<file path="config.mk">
export PLATFORM = sky130hd
export DESIGN_NAME = mem_port_arbiter_flat
export DESIGN_NICKNAME = d
export VERILOG_FILES = /design/src/rtl/mem_arb_pkg.sv /design/src/rtl/mem_port_arbiter_if.sv /design/src/rtl/mem_port_arbiter_rr_pick2.sv /design/src/rtl/mem_port_arbiter.sv /design/src/flat_wrapper.sv
export SDC_FILE = /design/constraint.sdc
export NUM_CORES = 1
export LEC_CHECK = 0
export BUFFER_PORTS_ARGS = -buffer_cell sky130_fd_sc_hd__buf_2
export CORE_AREA = 2 2 61 63
export DETAILED_ROUTE_END_ITERATION = 8
export DIE_AREA = 0 0 63 65
export PLACE_DENSITY_LB_ADDON = 0.25
export SLEW_MARGIN = 20
export SYNTH_ARGS = -nofsm -noshare
export SYNTH_HDL_FRONTEND = slang
export SYNTH_SLANG_ARGS = --single-unit
</file>
<file path="constraint.sdc">
create_clock -name clk -period 1.9 [get_ports clk]
set_input_delay 0.38 -clock clk [delete_from_list [all_inputs] [get_ports clk]]
set_output_delay 0.38 -clock clk [all_outputs]
set_load 0.005 [all_outputs]
</file>
<file path="src/rtl/mem_arb_pkg.sv">
// Shared types and constants for the two-port memory arbiter.
package mem_arb_pkg;

    localparam int ADDR_W = 8;
    localparam int DATA_W = 8;

    localparam logic PORT_CPU = 1'b0;
    localparam logic PORT_LDR = 1'b1;

    typedef enum logic [1:0] {
        IDLE   = 2'd0,
        ACCESS = 2'd1,
        RESP   = 2'd2
    } state_t;

endpackage

</file>
<file path="src/rtl/mem_port_arbiter_if.sv">
// Bundle of requester handshakes, status and memory pins around the arbiter.
//
// Handshake: a requester raises pN_req with pN_we/pN_adr/pN_wdata stable and
// holds them until it sees pN_ack. pN_ack is a single-cycle pulse marking
// completion; rdata is valid in that same cycle for reads. A requester may
// raise req again in the cycle after ack; the arbiter only samples requests
// in IDLE.
interface mem_port_arbiter_if #(
    parameter int ADDR_W = mem_arb_pkg::ADDR_W,
    parameter int DATA_W = mem_arb_pkg::DATA_W
);
    logic              p0_req;
    logic              p0_we;
    logic [ADDR_W-1:0] p0_adr;
    logic [DATA_W-1:0] p0_wdata;
    logic              p0_ack;

    logic              p1_req;
    logic              p1_we;
    logic [ADDR_W-1:0] p1_adr;
    logic [DATA_W-1:0] p1_wdata;
    logic              p1_ack;

    logic [DATA_W-1:0] rdata;
    logic              busy;
    logic              gnt_id;

    logic              mem_memwrite;
    logic [ADDR_W-1:0] mem_adr;
    logic [DATA_W-1:0] mem_writedata;
    logic [DATA_W-1:0] mem_memdata;

    // Requesters and memory model side.
    modport master (
        output p0_req, p0_we, p0_adr, p0_wdata,
        output p1_req, p1_we, p1_adr, p1_wdata,
        output mem_memdata,
        input  p0_ack, p1_ack, rdata, busy, gnt_id,
        input  mem_memwrite, mem_adr, mem_writedata
    );

    // Arbiter side.
    modport slave (
        input  p0_req, p0_we, p0_adr, p0_wdata,
        input  p1_req, p1_we, p1_adr, p1_wdata,
        input  mem_memdata,
        output p0_ack, p1_ack, rdata, busy, gnt_id,
        output mem_memwrite, mem_adr, mem_writedata
    );

endinterface

</file>
<file path="src/rtl/mem_port_arbiter_rr_pick2.sv">
// Combinational two-way winner picker: round-robin or fixed priority.
module rr_pick2
    import mem_arb_pkg::*;
(
    input  logic [1:0] req,
    input  logic       last_gnt,
    input  logic       fixed_prio,
    output logic       win_id,
    output logic       win_valid
);

    // Single requester wins outright; a tie goes to port 0 in fixed mode,
    // otherwise to whichever port did not win last time.
    always_comb begin
        win_valid = |req;
        win_id    = PORT_CPU;
        if (req == 2'b11) begin
            win_id = fixed_prio ? PORT_CPU : ~last_gnt;
        end else if (req[1]) begin
            win_id = PORT_LDR;
        end
    end

endmodule

</file>
<file path="src/rtl/mem_port_arbiter.sv">
// Shares one negedge-sampled 256x8 memory between the core (port 0) and the
// loader/debug port (port 1). One access takes IDLE -> ACCESS -> RESP.
module mem_port_arbiter #(
    parameter int ADDR_W     = 8,
    parameter int DATA_W     = 8,
    parameter int FIXED_PRIO = 0
) (
    input  logic                clk,
    input  logic                rst_n,
    mem_port_arbiter_if.slave   bus,
    output mem_arb_pkg::state_t dbg_state
);
    import mem_arb_pkg::*;

    state_t            state_q;
    state_t            state_d;

    logic [1:0]        req;
    logic              pick_id;
    logic              pick_valid;

    logic              sel_we;
    logic [ADDR_W-1:0] sel_adr;
    logic [DATA_W-1:0] sel_wdata;

    logic              last_gnt_q;
    logic              gnt_q;
    logic              we_q;
    logic [ADDR_W-1:0] adr_q;
    logic [DATA_W-1:0] wdata_q;
    logic [DATA_W-1:0] rdata_q;
    logic              ack0_q;
    logic              ack1_q;
    logic              busy_q;

    assign req = {bus.p1_req, bus.p0_req};

    rr_pick2 u_pick (
        .req        (req),
        .last_gnt   (last_gnt_q),
        .fixed_prio (FIXED_PRIO != 0),
        .win_id     (pick_id),
        .win_valid  (pick_valid)
    );

    // Winner's command fields, selected by the picker.
    always_comb begin
        sel_we    = bus.p0_we;
        sel_adr   = bus.p0_adr;
        sel_wdata = bus.p0_wdata;
        if (pick_id == PORT_LDR) begin
            sel_we    = bus.p1_we;
            sel_adr   = bus.p1_adr;
            sel_wdata = bus.p1_wdata;
        end
    end

    // State register; reset returns to IDLE without waiting for a clock.
    always_ff @(posedge clk or negedge rst_n) begin
        if (!rst_n) begin
            state_q <= IDLE;
        end else begin
            state_q <= state_d;
        end
    end

    // Next state: arbitrate only in IDLE, ACCESS and RESP last one cycle each.
    always_comb begin
        state_d = state_q;
        case (state_q)
            IDLE:    if (pick_valid) state_d = ACCESS;
            ACCESS:  state_d = RESP;
            RESP:    state_d = IDLE;
            default: state_d = IDLE;
        endcase
    end

    // Registered memory pins, read capture, acks and status.
    always_ff @(posedge clk or negedge rst_n) begin
        if (!rst_n) begin
            last_gnt_q <= PORT_LDR;
            gnt_q      <= PORT_CPU;
            we_q       <= 1'b0;
            adr_q      <= '0;
            wdata_q    <= '0;
            rdata_q    <= '0;
            ack0_q     <= 1'b0;
            ack1_q     <= 1'b0;
            busy_q     <= 1'b0;
        end else begin
            case (state_q)
                IDLE: begin
                    // Address/data hold their last values while nobody asks.
                    if (pick_valid) begin
                        adr_q   <= sel_adr;
                        wdata_q <= sel_wdata;
                        we_q    <= sel_we;
                        gnt_q   <= pick_id;
                        busy_q  <= 1'b1;
                    end else begin
                        we_q    <= 1'b0;
                    end
                end
                ACCESS: begin
                    // Memory acted on the negedge inside this cycle.
                    rdata_q    <= bus.mem_memdata;
                    we_q       <= 1'b0;
                    ack0_q     <= (gnt_q == PORT_CPU);
                    ack1_q     <= (gnt_q == PORT_LDR);
                    last_gnt_q <= gnt_q;
                end
                RESP: begin
                    ack0_q <= 1'b0;
                    ack1_q <= 1'b0;
                    busy_q <= 1'b0;
                end
                default: begin
                    we_q   <= 1'b0;
                    ack0_q <= 1'b0;
                    ack1_q <= 1'b0;
                    busy_q <= 1'b0;
                end
            endcase
        end
    end

    assign bus.mem_memwrite  = we_q;
    assign bus.mem_adr       = adr_q;
    assign bus.mem_writedata = wdata_q;
    assign bus.rdata         = rdata_q;
    assign bus.p0_ack        = ack0_q;
    assign bus.p1_ack        = ack1_q;
    assign bus.busy          = busy_q;
    assign bus.gnt_id        = gnt_q;
    assign dbg_state         = state_q;

endmodule

</file>
<file path="src/flat_wrapper.sv">
// flat-port wrapper written by rule: the top's interface ports become plain ports
module mem_port_arbiter_flat import mem_arb_pkg::*;
#(
    parameter int ADDR_W     = 8,
    parameter int DATA_W     = 8,
    parameter int FIXED_PRIO = 0
)
  (clk, rst_n, dbg_state, bus_p0_req, bus_p0_we, bus_p0_adr, bus_p0_wdata, bus_p1_req, bus_p1_we, bus_p1_adr, bus_p1_wdata, bus_mem_memdata, bus_p0_ack, bus_p1_ack, bus_rdata, bus_busy, bus_gnt_id, bus_mem_memwrite, bus_mem_adr, bus_mem_writedata);
  mem_port_arbiter_if #(.ADDR_W(ADDR_W), .DATA_W(DATA_W)) bus_i ();
  input  logic clk;
  input  logic rst_n;
  output mem_arb_pkg::state_t dbg_state;
  input wire logic [$bits(bus_i.p0_req)-1:0] bus_p0_req;
  input wire logic [$bits(bus_i.p0_we)-1:0] bus_p0_we;
  input wire logic [$bits(bus_i.p0_adr)-1:0] bus_p0_adr;
  input wire logic [$bits(bus_i.p0_wdata)-1:0] bus_p0_wdata;
  input wire logic [$bits(bus_i.p1_req)-1:0] bus_p1_req;
  input wire logic [$bits(bus_i.p1_we)-1:0] bus_p1_we;
  input wire logic [$bits(bus_i.p1_adr)-1:0] bus_p1_adr;
  input wire logic [$bits(bus_i.p1_wdata)-1:0] bus_p1_wdata;
  input wire logic [$bits(bus_i.mem_memdata)-1:0] bus_mem_memdata;
  output wire logic [$bits(bus_i.p0_ack)-1:0] bus_p0_ack;
  output wire logic [$bits(bus_i.p1_ack)-1:0] bus_p1_ack;
  output wire logic [$bits(bus_i.rdata)-1:0] bus_rdata;
  output wire logic [$bits(bus_i.busy)-1:0] bus_busy;
  output wire logic [$bits(bus_i.gnt_id)-1:0] bus_gnt_id;
  output wire logic [$bits(bus_i.mem_memwrite)-1:0] bus_mem_memwrite;
  output wire logic [$bits(bus_i.mem_adr)-1:0] bus_mem_adr;
  output wire logic [$bits(bus_i.mem_writedata)-1:0] bus_mem_writedata;
  assign bus_i.p0_req = bus_p0_req;
  assign bus_i.p0_we = bus_p0_we;
  assign bus_i.p0_adr = bus_p0_adr;
  assign bus_i.p0_wdata = bus_p0_wdata;
  assign bus_i.p1_req = bus_p1_req;
  assign bus_i.p1_we = bus_p1_we;
  assign bus_i.p1_adr = bus_p1_adr;
  assign bus_i.p1_wdata = bus_p1_wdata;
  assign bus_i.mem_memdata = bus_mem_memdata;
  assign bus_p0_ack = bus_i.p0_ack;
  assign bus_p1_ack = bus_i.p1_ack;
  assign bus_rdata = bus_i.rdata;
  assign bus_busy = bus_i.busy;
  assign bus_gnt_id = bus_i.gnt_id;
  assign bus_mem_memwrite = bus_i.mem_memwrite;
  assign bus_mem_adr = bus_i.mem_adr;
  assign bus_mem_writedata = bus_i.mem_writedata;
  mem_port_arbiter #(.ADDR_W(ADDR_W), .DATA_W(DATA_W), .FIXED_PRIO(FIXED_PRIO)) u_core (.clk(clk), .rst_n(rst_n), .bus(bus_i), .dbg_state(dbg_state));
endmodule
</file>
### After elaboration in Yosys (flattened, before gate mapping)

Cells that the tools add are included.

| storage, ports and cells | value |
|---|---|
| register bits | 32 |
| input bits | 46 |
| output and inout port bits | 31 |
| word-level logic and storage cells | 34 |

| cells by class | value |
|---|---|
| equality and inequality tests | 4 |
| multiplexer cells | 13 |
| bitwise logic cells | 3 |
| reductions and logical operators | 4 |

Operator list:

| operator | number |
|---|---|
| 2-to-1 mux 8 bit | 2 |
| one-hot mux 1 bit (2 select lines) | 4 |
| 2-to-1 mux 1 bit | 5 |
| == test 2 bit, second input constant | 2 |
| one-hot mux 2 bit (2 select lines) | 1 |
| AND reduction 2 bit | 2 |
| inverter 1 bit | 3 |
| == test 2 x 1 -> 1 bit, second input constant | 1 |
| logical NOT 2 bit | 1 |
| 2-to-1 mux 2 bit | 1 |
| != test 2 x 1 -> 1 bit, second input constant | 1 |
| OR reduction 2 bit | 1 |

### Logic depth before layout (Yosys ltp)

| logic depth | value |
|---|---|
| word-level depth | 5 |
| mapped depth | 5 |
| mapped depth without buffers | 4 |

### By module

From an unflattened synthesis, not the netlist that was laid out.

| second synthesis, totals | value |
|---|---|
| cells, all modules | 96 |
| area total of the unflattened synthesis | 1467.7 sq um |

Modules (own cells, without submodules):

| module | instances | cells each | area an instance (sq um) | seq. area each (sq um) |
|---|---|---|---|---|
| mem_port_arbiter | 1 | 93 | 1450.1 | 802.0 |
| rr_pick2 | 1 | 3 | 17.5 | 0.0 |

### Least setup slack after synthesis

No wires, ideal clock.

| timing path | value |
|---|---|
| path kind | register -> register |
| from | register u_core.last_gnt_q |
| to | register u_core.adr_q[0], in the netlist u_core.bus.mem_adr[0] |
| setup time | 125 ps |
| data arrival time | 1419 ps |
| required time | 1775 ps |
| slack | 356 ps |
| cell stages (with the launch flop) | 6 |
| path buffers | 2 |
| period minus slack after synthesis | 1544 ps |
| path through | dfstp_2 -> a21bo_1 -> buf_6 -> buf_12 -> mux2_4 -> mux2_4 |

| on the way | value |
|---|---|
| word-level cells in the longest chain between the ends | 3 |

RTL lines:

| item | line | text |
|---|---|---|
| start, declared | mem_port_arbiter.sv:26 | `logic last_gnt_q;` |
| start signal, assigned | mem_port_arbiter.sv:110 | `last_gnt_q <= gnt_q;` |
| inverter 1 bit | mem_port_arbiter_rr_pick2.sv:18 | `win_id = fixed_prio ? PORT_CPU : ~last_gnt;` |
| 2-to-1 mux 1 bit | mem_port_arbiter_rr_pick2.sv:17 | `if (req == 2'b11) begin` |
| 2-to-1 mux 8 bit | mem_port_arbiter.sv:51 | `if (pick_id == PORT_LDR) begin` |
| end signal, assigned | mem_port_arbiter.sv:95 | `adr_q <= sel_adr;` |
| end, declared | mem_port_arbiter.sv:29 | `logic [ADDR_W-1:0] adr_q;` |

No other way between the ends.
A chain may end at the register's enable or synchronous reset.

### Worst setup path after layout

| timing path | value |
|---|---|
| from | register u_core.state_q[0], in the netlist u_core.dbg_state[0] |
| to | register u_core.adr_q[1], in the netlist u_core.bus.mem_adr[1] |

| on the way | value |
|---|---|
| word-level cells in the longest chain between the ends | 2 |

RTL lines:

| item | line | text |
|---|---|---|
| start, declared | mem_port_arbiter.sv:15 | `state_t state_q;` |
| start signal, assigned | mem_port_arbiter.sv:63 | `state_q <= state_d;` |
| logical NOT 2 bit | mem_port_arbiter.sv:91 | `case (state_q)` |
| AND reduction 2 bit (no source line) | -- |  |

No other way between the ends.

==> run metrics <==
CTS Buf Count 5; mapped cell area 0.00147 mm2; setup TNS 0 ps; clk_skew 12.8 ps; postcts setup bufs 0; Design Power 2.91 mW; Final Hold Viols 0; cts repair resizes 0; Tightest Pin Transition 684 ps; post-placement cell count 216; grt ovf 0; Adder-Cell Fraction of Synth Area 0%; EDFF count, synth 0; Area growth, synth to finish 33.1%; Compound-Gate Fraction of Synth Area 2.13%; CP Max Fanout 18; routed wire length 2.95 mm; total track usage 16.1%; CTS tree yes; xor and xnor fraction of the mapped netlist area 0%; synth warn 0; asr flop ratio synth 100%; Setup crit start kind flop; Final Max Tran Viols 0; Die Wd 63 um; Core Area 0.00350 mm2; clk slew on worst S/H paths 100 ps; Max VDD drop 0.789 mV; RD Place Congestion 0.691; final worst-path cycle share 87.7%; Hold Crit Class primary input to async pin; Die H 65 um; status finished, final reports clean; power density cells 1490 mW/mm2; vias per cell 4.68; Yosys cell types 17; post-synthesis area per instance 15.4 um2; DP HPWL 2.23 mm; Hold-fix buffers, CTS 0; RSZ-0062 raised after global routing no; post-synthesis sequential area ratio 54.6%; Starting DRT DRC Count 24; Worst Setup Path Type flop to flop; Internal Pwr Total 2.01 mW; Final Critical Period 1670 ps; Most used DFF post-synth dfrtp_1; final non-filler cell total 224; area leader, netlist dfrtp_1; largest net degree at the start of global routing 33; fmax 600 MHz; vias in the first global route 1117; Flop pwr share 42.4%; row count 22; first-pass GRT wire length 4.97 mm; CP arrival 1870 ps; DR DRC count 0; Pleak 1.02 nW; Post-Synth Simple-Gate Area 1.71%; net count after synthesis 141; 1st-pass router iterations 2; die area 0.00410 mm2; root cell of the clock tree clkbuf_4; P_sw 0.902 mW; Final Net Count 221; routed len/inst 13.2 um; initial antenna violation count 0; CTS Sinks 32; Commonest cells post-synth dfrtp_1, mux2_2, mux2_4; Switching Share 31.0%; Req. time, crit path 2100 ps; Slew headroom 54.4%; IO Port Bufs 76; Starting Density 42.0%; Setup-failing EPs final 0; fraction of layout instances using a drive strength above 1 71.6%; ANT nets after route 0; post-synthesis mux area share 37.5%; # IOs 77; Clock Tree Buf Depth 2; flops & latches, synth 32; count leader, synth dfrtp_1; largest family of logic cells by synthesized area multiplexers; Mapped Cells 95; Clock Power Share 14.9%; antenna cells 0; Gate power share 42.7%; Vias 1049; top cells by area, synth dfrtp_1, mux2_2, mux2_4; max_cap viols 0; post-synth top area share 52.9%; H-Tree Depth 2; Critical Path Sink Type flop; Worst-Skew Late Latency 320 ps
==> cell type report <==
type | instances | area, um2
Timing Repair Buffer | 77 | 400
Fill cell | 318 | 1540
Clock buffer | 8 | 68.8
Sequential cell | 32 | 802
Tap cell | 48 | 60.1
Inverter | 4 | 15.0
Multi-Input combinational cell | 55 | 607
==> layout by cell type (no fill, tap or decap), drive strengths merged <==
cell	synthesis	routed
a21bo	1	1
buf	4	77
clkbuf	0	8
dfrtp	31	31
dfstp	1	1
inv	4	4
mux2	40	40
mux2i	4	4
nand2	2	2
nand2b	1	1
nor2	3	3
o21ai	3	3
o22ai	1	1
==> metrics by stage <==
step	utilization [%]	hold WS [ps]	instance area (um2)	worst slack [ps]
3_5_place_dp	53.9	471	1880	232
2_1_floorplan	-	84.4	1470	356
4_1_cts	55.9	93.2	1950	212
3_3_place_gp	53.9	458	1880	259
5_1_grt	55.9	109	1950	96.3
6_report	55.9	83.0	1950	233
==> per-layer routing <==
metal / routed length (um) / global-route usage (%)
met1: 1160 / 17.6
met5: 0 / 0
met4: 43 / 8.89
met2: 1530 / 28.6
met3: 218 / 4.17
==> worst paths after layout <==
| check | cells after the start | startpoint | to | slack [ps] |
|---|---|---|---|---|
| setup / recovery | 4 | u_core.dbg_state[0] | u_core.bus.mem_adr[1] | 230 |
| hold / removal | 1 | rst_n | u_core.bus.mem_adr[5] | 80 |
| setup reg to reg | 4 | u_core.dbg_state[0] | u_core.bus.mem_adr[1] | 230 |
| hold reg to reg | 2 | u_core.last_gnt_q | u_core.last_gnt_q | 500 |
| max in group asynchronous | 1 | rst_n | u_core.bus.rdata[0] | 1370 |
| min in group clk | 2 | bus_mem_memdata[3] | u_core.bus.rdata[3] | 290 |
==> critical path, stage by stage (launching register included) <==
cell,delay (ps)
dfrtp_1,470
nor2_1,140
o21ai_0,160
inv_2,390
mux2_2,390
==> registers in the layout, indices dropped and copies added (netlist names) <==
| register | cells |
|---|---|
| u_core.bus.busy | 1 |
| u_core.bus.gnt_id | 1 |
| u_core.bus.mem_adr | 8 |
| u_core.bus.mem_memwrite | 1 |
| u_core.bus.mem_writedata | 8 |
| u_core.bus.p0_ack | 1 |
| u_core.bus.p1_ack | 1 |
| u_core.bus.rdata | 8 |
| u_core.dbg_state | 2 |
| u_core.last_gnt_q | 1 |
==> cells by family (layout without fill, tap and decap cells) <==
kind of cell | Yosys count | after routing
AO/OA/AOI/OAI | 5 | 5
buffers and inverters | 8 | 89
flip-flops | 32 | 32
multiplexers | 44 | 44
AND/OR/NAND/NOR | 6 | 6
==> power groups by stage <==
stage               Clock (mW)  Sequential (mW)  Combinational (mW)
floorplan                    0             1.26               0.766
global placement             0             1.23                1.24
detailed placement           0             1.25                1.27
CTS                      0.455             1.24                1.28
global route             0.488             1.28                1.37
finish                   0.434             1.23                1.24
Note: power is estimated with default switching activity, not from simulation.
